`config.mk`:
```
export PLATFORM = sky130hd
export DESIGN_NAME = ws2812_matrix_scanner
export DESIGN_NICKNAME = d
export VERILOG_FILES = /design/src/rtl/ws2812_matrix_scanner.sv
export SDC_FILE = /design/constraint.sdc
export NUM_CORES = 1
export LEC_CHECK = 0
export CAP_MARGIN = 10
export CORE_MARGIN = 3
export CORE_UTILIZATION = 30
export DETAILED_ROUTE_END_ITERATION = 8
export PLACE_DENSITY = 0.59
export SYNTH_ARGS = -nofsm -noshare
export SYNTH_HDL_FRONTEND = slang
export SYNTH_SLANG_ARGS = --single-unit
```
`constraint.sdc`:
```
create_clock -name clk -period 1.9 [get_ports clk]
set_input_delay 0.19 -clock clk [delete_from_list [all_inputs] [get_ports clk]]
set_output_delay 0.19 -clock clk [all_outputs]
set_load 0.1 [all_outputs]
```
`src/rtl/ws2812_matrix_scanner.sv`:
```
// ws2812_matrix_scanner: walks a WIDTH x HEIGTH framebuffer and streams
// every pixel as 24 GRB bits, MSB first, on a WS2812 data line.
module ws2812_matrix_scanner #(
  parameter int WIDTH        = 32,
  parameter int HEIGTH       = 16,
  parameter int SERPENTINE   = 1,
  parameter int T_BIT        = 63,
  parameter int T0H          = 20,
  parameter int T1H          = 40,
  parameter int RESET_CYCLES = 3000
) (
  input  logic       clk,
  input  logic       rst_n,
  input  logic       start,
  output logic [7:0] row,
  output logic [7:0] column,
  input  logic [7:0] r_read,
  input  logic [7:0] g_read,
  input  logic [7:0] b_read,
  output logic       dout,
  output logic       busy,
  output logic       done
);

  localparam int CW = $clog2(T_BIT + 1);
  localparam int LW = $clog2(RESET_CYCLES + 2);
  localparam logic [7:0] COL_LAST = 8'(WIDTH - 1);
  localparam logic [7:0] ROW_LAST = 8'(HEIGTH - 1);

  typedef enum logic [1:0] {IDLE, LOAD, SEND, LATCH} state_t;

  state_t        state, state_nx;
  logic [23:0]   shreg;
  logic [4:0]    bit_idx;
  logic [CW-1:0] cyc;
  logic [LW-1:0] lcnt;
  logic [7:0]    row_nx, col_nx;
  logic          rev, row_end;
  logic          bit_end, last_bit, frame_end, lat_end, hi;

  assign bit_end  = cyc == CW'(T_BIT - 1);
  assign last_bit = bit_idx == 5'd0;
  // Address is already prefetched when bit 0 ends: back at (0,0) means last pixel.
  assign frame_end = bit_end && last_bit && row == 8'd0 && column == 8'd0;
  assign lat_end  = lcnt == LW'(RESET_CYCLES);
  assign hi = shreg[23] ? (cyc < CW'(T1H)) : (cyc < CW'(T0H));

  assign rev     = (SERPENTINE != 0) && row[0];
  assign row_end = rev ? (column == 8'd0) : (column == COL_LAST);

  always_comb begin
    row_nx = row;
    col_nx = column;
    if (!row_end) begin
      col_nx = rev ? column - 8'd1 : column + 8'd1;
    end else if (row == ROW_LAST) begin
      row_nx = 8'd0;
      col_nx = 8'd0;
    end else begin
      row_nx = row + 8'd1;
      col_nx = ((SERPENTINE != 0) && !row[0]) ? COL_LAST : 8'd0;
    end
  end

  always_comb begin
    state_nx = state;
    unique case (state)
      IDLE:  if (start) state_nx = LOAD;
      LOAD:  state_nx = SEND;
      SEND:  if (frame_end) state_nx = LATCH;
      LATCH: if (lat_end) state_nx = IDLE;
      default: state_nx = IDLE;
    endcase
  end

  always_ff @(posedge clk) begin
    if (!rst_n) begin
      state   <= IDLE;
      shreg   <= '0;
      bit_idx <= '0;
      cyc     <= '0;
      lcnt    <= '0;
      row     <= '0;
      column  <= '0;
      dout    <= 1'b0;
      busy    <= 1'b0;
      done    <= 1'b0;
    end else begin
      state <= state_nx;
      busy  <= state_nx != IDLE;
      dout  <= (state == SEND) && hi;
      done  <= (state == LATCH) && (lcnt == LW'(RESET_CYCLES - 1));
      unique case (state)
        IDLE: begin
          cyc  <= '0;
          lcnt <= '0;
        end
        LOAD: begin
          shreg   <= {g_read, r_read, b_read};
          bit_idx <= 5'd23;
          cyc     <= '0;
        end
        SEND: begin
          lcnt <= '0;
          if (last_bit && cyc == '0) begin
            row    <= row_nx;
            column <= col_nx;
          end
          if (bit_end) begin
            cyc <= '0;
            if (last_bit) begin
              shreg   <= {g_read, r_read, b_read};
              bit_idx <= 5'd23;
            end else begin
              shreg   <= shreg << 1;
              bit_idx <= bit_idx - 5'd1;
            end
          end else begin
            cyc <= cyc + CW'(1);
          end
        end
        LATCH: lcnt <= lcnt + LW'(1);
        default: ;
      endcase
    end
  end

endmodule
```
# --- Word level (Yosys, flattened, before mapping) ---
# Cells that the tools add are included.
# Widths: inputs -> output; s select.
totals:
  register_bits: 68
  latch_bits: 0
  ram_bits: 0
  rom_bits: 0
  inputBits: 27
  output_inout_bits: 19
  wordCells: 67
  mem_count: 0
op_classes:
  addsub: 6
  mul: 0
  n_div: 0
  magnitude_cmp: 2
  n_eq_ne: 9
  n_shift: 0
  n_mux: 20
  n_bitwise: 0
  reduce_logical: 20
ops:
  columns: ["op", "n"]
  rows:
  - ["$mux 24", 2]
  - ["$pmux 24 s2", 1]
  - ["$eq 12x12->1 const B", 2]
  - ["$mux 8", 3]
  - ["$pmux 12 s2", 1]
  - ["$mux 5", 4]
  - ["$add 8x1->8 const B", 2]
  - ["$logic_not 8->1", 2]
  - ["$add 12x1->12 const B", 1]
  - ["$pmux 6 s2", 1]
  - ["$pmux 5 s2", 1]
  - ["$eq 8x4->1 const B", 1]
  - ["$eq 8x5->1 const B", 1]
  - ["$pmux 2 s4", 1]
  - ["$reduce_bool 2->1", 4]
  - ["$sub 8x1->8 const B", 1]
  - ["$add 6x1->6 const B", 1]
  - ["$eq 6x6->1 const B", 1]
  - ["$logic_and 1x1->1", 6]
  - ["$logic_not 6->1", 1]
  - ["$lt 6x5->1 const B", 1]
  - ["$lt 6x6->1 const B", 1]
  - ["$mux 2", 3]
  - ["$mux 6", 1]
  - ["other kinds (10)", 14]

# --- Depth between registers and ports, before layout ---
# Gate-level depths: netlist of run 1.
depth:
  ltp_word: 7
  depth_mapped: 8
  ltp_nobuf: 8

# --- Worst setup path after synthesis of run 1 ---
# Ideal clock, no wire load.
synth_path:
  path_kind: "register -> register"
  start: "reg row[0]"
  end: "reg column[6]"
  setup_ns: 0.116
  arrival_ns: 2.656
  t_required_ns: 1.784
  slack_ns: -0.872
  path_stages_with_launch: 9
  path_buffers: 0
  synth_period_minus_slack_ns: 2.772
  path_cell_list: "dfxtp_1 > inv_1 > fa_1 > nor2b_1 > o21a_1 > o21a_1 > o21a_1 > o21ai_0 > a41o_1"
synth_between:
  elab_chain_len: 2
  word_cells_on_any_way: 3
  cone_classes: "mux: 3"
synth_lines:
  columns: ["item", "line", "source"]
  rows:
  - ["start: declaration", "15", "output logic [7:0] row,"]
  - ["start signal: assignment", "106", "row <= row_nx;"]
  - ["$mux 8 or $mux 1 (tied branches)", "55, 49", null]
  - ["$mux 8 (*)", "54", "if (!row_end) begin"]
  - ["end signal: assignment", "107", "column <= col_nx;"]
  - ["end: declaration", "16", "output logic [7:0] column,"]
# Mark *: on every way between the ends. The rest lies on a longest branch, timed or not.
# A chain may end at the register's enable or synchronous reset.

# --- Worst setup path in the final report of run 1 ---
layout_path:
  start: "reg bit_idx[0]"
  end: "reg column[4]"
layout_between:
  elab_chain_len: 3
layout_lines:
  columns: ["item", "line", "source"]
  rows:
  - ["start: declaration", "34", "logic [4:0] bit_idx;"]
  - ["start signal: assignment", "116", "bit_idx <= bit_idx - 5'd1;"]
  - ["$logic_not 5->1", "42", "assign last_bit = bit_idx == 5'd0;"]
  - ["$logic_and 1x1->1", "105", "if (last_bit && cyc == '0) begin"]
  - ["$reduce_and 2->1 (no source line)", null, null]
# Every way passes these cells.

==> results of run 1 <==
-- flip-flops by register name (all words and copies together) (netlist names) --
signal	count
shreg	24
dout	1
state	2
bit_idx	5
done	1
cyc	6
busy	1
column	8
lcnt	12
row	8
-- synthesized netlist by cell type, types with 2 or more instances --
master / instances
clkbuf_1: 12
and3_1: 7
ha_1: 15
a211oi_1: 24
xor2_1: 9
or3_1: 9
a21oi_1: 17
o21ai_0: 14
nand4_1: 4
and4_1: 2
mux2i_1: 27
buf_2: 7
nand2_1: 30
nand4b_1: 2
o21a_1: 5
or4_1: 3
nor2_1: 61
dfxtp_1: 68
xnor2_1: 6
nor3_1: 6
nand3_1: 12
inv_1: 11
a31oi_1: 11
nand3b_1: 4
nor2b_1: 8
nor4_1: 3
-- kinds of logic after synthesis --
| group | share of synthesized area |
|---|---|
| flops | 0.390 |
| simple gates | 0.236 |
| fa+ha+maj | 0.0595 |
| xor+xnor | 0.0376 |
| buf+inv | 0.0380 |
| mux | 0.0838 |
| compound gates | 0.155 |
-- final cells by class --
class / instances / area (um2)
well taps: 140 / 175
clock inverters: 7 / 73.8
multi-input cells: 301 / 2200
fillers: 1067 / 6160
repair buffers: 91 / 843
inverters: 11 / 41.3
flip-flops and latches: 68 / 1400
clock buffers: 9 / 225
-- worst max path at each step --
| stage | start | endpoint | slack (ns) |
|---|---|---|---|
| CTS | row[0]$_SDFFE_PN0P_ | column[6]$_SDFFE_PN0P_ | -0.03 |
| finish | bit_idx[0]$_SDFFE_PN0P_ | column[4]$_SDFFE_PN0P_ | -0.03 |
| global route | bit_idx[0]$_SDFFE_PN0P_ | row[4]$_SDFFE_PN0P_ | -0.16 |
| detailed placement | row[0]$_SDFFE_PN0P_ | column[6]$_SDFFE_PN0P_ | -0.05 |
| global placement | row[0]$_SDFFE_PN0P_ | column[6]$_SDFFE_PN0P_ | 0.008 |
| floorplan | row[0]$_SDFFE_PN0P_ | column[6]$_SDFFE_PN0P_ | -0.20 |
-- worst max-delay path: stages, from the launching register on --
cell and delay, ns:
dfxtp_2 0.32, inv_2 0.08, ha_4 0.13, nor4b_4 0.26, nand4_4 0.20, buf_8 0.18
or4_1 0.49, a31oi_1 0.18
-- per-stage QoR --
step           utilization  hold WS [ns]  TNS [ns]
6_report             0.446         0.475   -0.0741
5_1_grt              0.446         0.496     -1.84
4_1_cts              0.420         0.470   -0.0449
3_5_place_dp         0.390         0.483   -0.0708
3_3_place_gp         0.390         0.478         0
2_1_floorplan            -         0.310    -0.495
-- per-layer routing --
layer,up-vias,GRT usage
li1,1592,-
met1,1461,0.171
met2,49,0.206
met3,10,0.0297
met4,0,0.0530
met5,-,0
-- power by group through the flow --
stage | clock network [uW] | registers, uW | logic (uW)
after floorplan | 0 | 1570 | 248
after global placement | 0 | 1540 | 442
after detailed placement | 0 | 1540 | 450
after CTS | 1720 | 1510 | 461
after global routing | 1790 | 1520 | 581
final | 1680 | 1520 | 529
-- repair_timing --
item | in CTS | in global routing
cloned | 0 | 1
buffers inserted | 3 | 13
resized for setup | 4 | 41
pin swaps | 2 | 25
endpoints found under the setup margin | 4 | 41
==> flow_metrics.tcl, run 1 <==
set metrics [dict create \
    status "finished with violations" \
    failed_checks "setup timing" \
    synth_top_cell_by_area "dfxtp_1" \
    placementRows 38 \
    postSynthAreaPerCell_um2 8.71 \
    drt_pass1_iterations 5 \
    worst_r2r_path_depth 7 \
    ir_drop_uv 441 \
    min_to "state[0]$_SDFF_PN0_" \
    yosysSeqAreaShare 0.390 \
    drive_above_1_share 0.292 \
    grt_pass1_wl_um 13800 \
    layout_commonest_cell "nor2_1" \
    wl_met2_um 4200 \
    htree_levels 3 \
    drv_slew 0 \
    wl_per_cell_um 13.7 \
    p_sw_frac 0.256 \
    power_frac_seq 0.408 \
    drt_iter0_markers 175 \
    p_leak_uw 0.00181 \
    clk_latency_ns 0.33 \
    total_power_uw 3720 \
    synth.distinct_cells 50 \
    final-hold-violation-count 0 \
    drv_cap 0 \
    overflow 0 \
    diodes 0 \
    yosys_warnings 0 \
    drtAntennaViolNets 0 \
    cts_hold_buffers 0 \
    reg2reg_from "bit_idx[0]$_SDFFE_PN0P_" \
    gp_congestion 0.817 \
    syn_inst 401 \
    place_inst 594 \
    final_cells 627 \
    pre_cts_ws_ns -0.0451 \
    synth_seq_cells 68 \
    clk_pin_slew_worst_paths_ns 0.06 \
    hp-class "input port to flop" \
    totalWireLength_um 8620 \
    holdCritStartpoint "start" \
    cts-root-buf "clkbuf_16" \
    place_hpwl_um 5670 \
    fin_crit_ns 1.93 \
    cts_buffers 9 \
    async_reset_ff_frac 0 \
    worstPathRequired_ns 2.14 \
    syn-num-nets 444 \
    setup_ws_ns -0.0258 \
    arrival_ns 2.17 \
    start_util 0.314 \
    wl_met3_um 275 \
    ctsLongestPathBuffers 2 \
    r2r_setup_slack_ns -0.03 \
    postLayoutCellArea_um2 4970 \
    yosysTopAreaCellShare 0.390 \
    skew_ns 0.00634 \
    grt.total_usage 0.130 \
    p_per_area_nw_per_um2 749 \
    start_kind "flop" \
    timing.rr.end "column[4]$_SDFFE_PN0P_" \
    mostFrequentLayoutCells "nor2_1 (61), buf_4 (52), dfxtp_1 (48)" \
    grt_max_degree 41 \
    cts_tree "done" \
    ios 46 \
    die_x_um 114 \
    p_comb_frac 0.142 \
    wl_met1_um 4030 \
    cp_max_fo 6 \
    core_area_um2 11100 \
    antenna_found_initial 0 \
    dpl_cell_area_um2 4340 \
    rsz0062_at_grt "yes" \
    netlist_area_um2 3490 \
    synth-main-ff-cell "dfxtp_1" \
    clock_power_share 0.450 \
    port_buffers 45 \
    dieArea_um2 13000 \
    p_int_uw 2770 \
    area_growth_pct 42.2 \
    highest_layer "met4" \
    grt_pass1_vias 2896 \
    synth-edff-count 0 \
    drc 0 \
    worst_slew_pin_slew_ns 0.477 \
    cts.sinks 68 \
    maxSlewHeadroom 0.679 \
    dr_total_vias 3112 \
    power_switching_uw 951 \
    avgViaCountPerCell 4.96 \
    min_period_over_period 1.01 \
    synthTopCellsByArea "dfxtp_1 (39%), mux2i_1 (7.7%), nor2_1 (6.6%), ha_1 (5.4%), a211oi_1 (5.2%)" \
    setup_viol_count_final 4 \
    die_y_um 114 \
    end_kind "flop" \
    fin_nets 525 \
    fmax_mhz 519 \
    hold_depth 3 \
    crit_type "flop to flop" \
]
(Power assumes the default switching activity.)
==> inputs of run 2 (changes only) <==
--- a/config.mk
+++ b/config.mk
@@ -8,6 +8,7 @@
 export CAP_MARGIN = 10
 export CORE_MARGIN = 3
 export CORE_UTILIZATION = 30
+export CTS_BUF_LIST = sky130_fd_sc_hd__clkbuf_16
 export DETAILED_ROUTE_END_ITERATION = 8
 export PLACE_DENSITY = 0.59
 export SYNTH_ARGS = -nofsm -noshare
==> results of run 2 <==
The final DEF is identical to that of run 1; final timing and power are the same.
==> inputs of run 3 (changes only) <==
--- a/config.mk
+++ b/config.mk
@@ -6,11 +6,11 @@
 export NUM_CORES = 1
 export LEC_CHECK = 0
 export CAP_MARGIN = 10
-export CORE_MARGIN = 3
+export CORE_MARGIN = 2
 export CORE_UTILIZATION = 30
 export CTS_BUF_LIST = sky130_fd_sc_hd__clkbuf_16
 export DETAILED_ROUTE_END_ITERATION = 8
-export PLACE_DENSITY = 0.59
+export PLACE_DENSITY = 0.58
 export SYNTH_ARGS = -nofsm -noshare
 export SYNTH_HDL_FRONTEND = slang
 export SYNTH_SLANG_ARGS = --single-unit
==> constraint.sdc (replaced) <==
create_clock -name clk -period 2 [get_ports clk]
set_input_delay 0.2 -clock clk [delete_from_list [all_inputs] [get_ports clk]]
set_output_delay 0.2 -clock clk [all_outputs]
set_load 0.1 [all_outputs]
==> run 3 against run 2 <==
Compared with the run above:
- the flow now finishes without violations
- count of clock-buffer cells in the layout increased by 2
- sequential cell count unchanged
- clock power decreased by 7%
- routed wire length decreased by 6.8%
- worst hold slack improved by 0.0058 ns
- clock skew decreased by 0.00078 ns
- critical path type unchanged
- critical endpoint is now row[4]$_SDFFE_PN0P_
- largest power group unchanged
==> flow_metrics.tcl, run 3 (synthesis gave the netlist of run 1 again) <==
set metrics [dict create \
    grt_max_degree 41 \
    crit_family "simple AND/OR/NAND/NOR gates" \
    pre_cts_ws_ns 0.00224 \
    hold_depth 2 \
    maxSlewHeadroom 0.681 \
    status "complete, no violations" \
    critical-path-slowest-cell "dfxtp_2" \
    cts_buffers 9 \
    avgViaCountPerCell 4.92 \
    totalWireLength_um 8030 \
    placementRows 39 \
    fillers 1123 \
    ios 46 \
    highest_layer "met4" \
    cp_max_fo 5 \
    ctsLongestPathBuffers 2 \
    cts-root-buf "clkbuf_16" \
    clk_pin_slew_worst_paths_ns 0.06 \
    worst_slew_pin_slew_ns 0.474 \
    mostFrequentLayoutCells "nor2_1 (61), dfxtp_1 (50), buf_4 (41)" \
    hp-class "flop to flop" \
    drv_slew 0 \
    ir_drop_uv 421 \
    grt_pass1_vias 2874 \
    htree_levels 3 \
    fin_nets 508 \
    overflow 0 \
    dieArea_um2 12500 \
    setup_ws_ns 0.0611 \
    worstPathRequired_ns 2.26 \
    largest_reg_flops 24 \
    holdCritStartpoint "column[7]$_SDFFE_PN0P_" \
    whs_ns 0.481 \
    place_hpwl_um 5480 \
    fin_crit_ns 1.94 \
    gp_congestion 0.769 \
    cts_hold_buffers 0 \
    drive_above_1_share 0.222 \
    core_area_um2 11400 \
    reg2reg_from "bit_idx[1]$_SDFFE_PN0P_" \
    die_y_um 112 \
    clk_latency_ns 0.33 \
    rsz0062_at_grt "yes" \
    grt.total_usage 0.131 \
    wl_met2_um 3570 \
    drt_pass1_iterations 4 \
    crit_type "flop to flop" \
    min_period_over_period 0.969 \
    start_kind "flop" \
    dr_total_vias 3009 \
    wl_met1_um 4060 \
    wl_met3_um 292 \
    fin_util 0.413 \
    cp_cell_sequence "inv_2, ha_4, nor4b_4, nand4_4, a211oi_4, nand2_2, or3_4, a21oi_2" \
    end_kind "flop" \
    grt_pass1_wl_um 13600 \
    largestRegisters "shreg x24, lcnt x12" \
    final_cells 612 \
    max_stage_delay_ns 0.33 \
    wl_per_cell_um 13.1 \
    fmax_mhz 516 \
    p_per_area_nw_per_um2 730 \
    area_growth_pct 34.5 \
    setup_viol_count_final 0 \
    place_inst 589 \
    skew_ns 0.00557 \
    worst_r2r_path_depth 8 \
    regMostFlops "shreg" \
    drtAntennaViolNets 0 \
    antenna_found_initial 0 \
    layout_commonest_cell "nor2_1" \
    start_util 0.307 \
    drc 0 \
    drv_cap 0 \
    r2r_setup_slack_ns 0.06 \
    path_buf_inv 1 \
    diodes 0 \
    timing.rr.end "row[4]$_SDFFE_PN0P_" \
    port_buffers 45 \
    die_x_um 112 \
    p_leak_uw 0.00169 \
    min_to "column[7]$_SDFFE_PN0P_" \
    arrival_ns 2.20 \
    final-hold-violation-count 0 \
    drt_iter0_markers 169 \
    cts_tree "done" \
    cts.sinks 68 \
]
-- run 3: worst max-delay path by stage --
| stage | start | slack [ns] | cells past startpoint | to |
|---|---|---|---|---|
| after global placement | row[0]$_SDFFE_PN0P_ | 0.07 | 7 | column[6]$_SDFFE_PN0P_ |
| final | bit_idx[1]$_SDFFE_PN0P_ | 0.06 | 8 | row[4]$_SDFFE_PN0P_ |
| after detailed placement | bit_idx[1]$_SDFFE_PN0P_ | 0.002 | 6 | column[4]$_SDFFE_PN0P_ |
| after global routing | bit_idx[1]$_SDFFE_PN0P_ | -0.03 | 8 | row[4]$_SDFFE_PN0P_ |
| after floorplan | row[0]$_SDFFE_PN0P_ | -0.1 | 7 | column[6]$_SDFFE_PN0P_ |
| after CTS | bit_idx[1]$_SDFFE_PN0P_ | 0.005 | 8 | row[7]$_SDFFE_PN0P_ |
-- run 3: tightest hold or removal path, stage by stage, from the launching register on --
cell     delay (ns)
dfxtp_2        0.33
nand2_1        0.05
mux2i_1        0.06
-- run 3: through the flow --
stage               cell area, um2  power (uW)  setup TNS [ns]
floorplan                     3560        1730          -0.187
global placement              4260        1870               0
detailed placement            4260        1880               0
CTS                           4560        3450               0
global route                  4700        3590         -0.0548
finish                        4700        3430               0
-- run 3: timing repair --
action | 4_1_cts | 5_1_grt
gates cloned | 0 | 1
endpoints found under the setup margin | 1 | 32
setup buffers | 0 | 7
gates resized for setup | 1 | 20
pin swaps | 0 | 13
-- run 3: per-layer routing --
layer | vias up | GRT usage
li1 | 1572 | -
met1 | 1382 | 0.177
met2 | 44 | 0.202
met3 | 11 | 0.0348
met4 | 0 | 0.0494
met5 | - | 0
-- run 3: power by group --
part	switching [uW]	internal, uW
logic	225	207
clock network	584	972
registers	35.6	1410
-- run 3: cell type report --
| cell class | count | area (um2) | share of cell area |
|---|---|---|---|
| clock buffers | 11 | 275 | 0.0586 |
| clock inverters | 4 | 20.0 | 0.00426 |
| inverters | 11 | 41.3 | 0.00879 |
| multi-input cells | 302 | 2130 | 0.453 |
| flip-flops and latches | 68 | 1400 | 0.298 |
| well taps | 143 | 179 | 0.0381 |
| repair buffers | 73 | 656 | 0.140 |
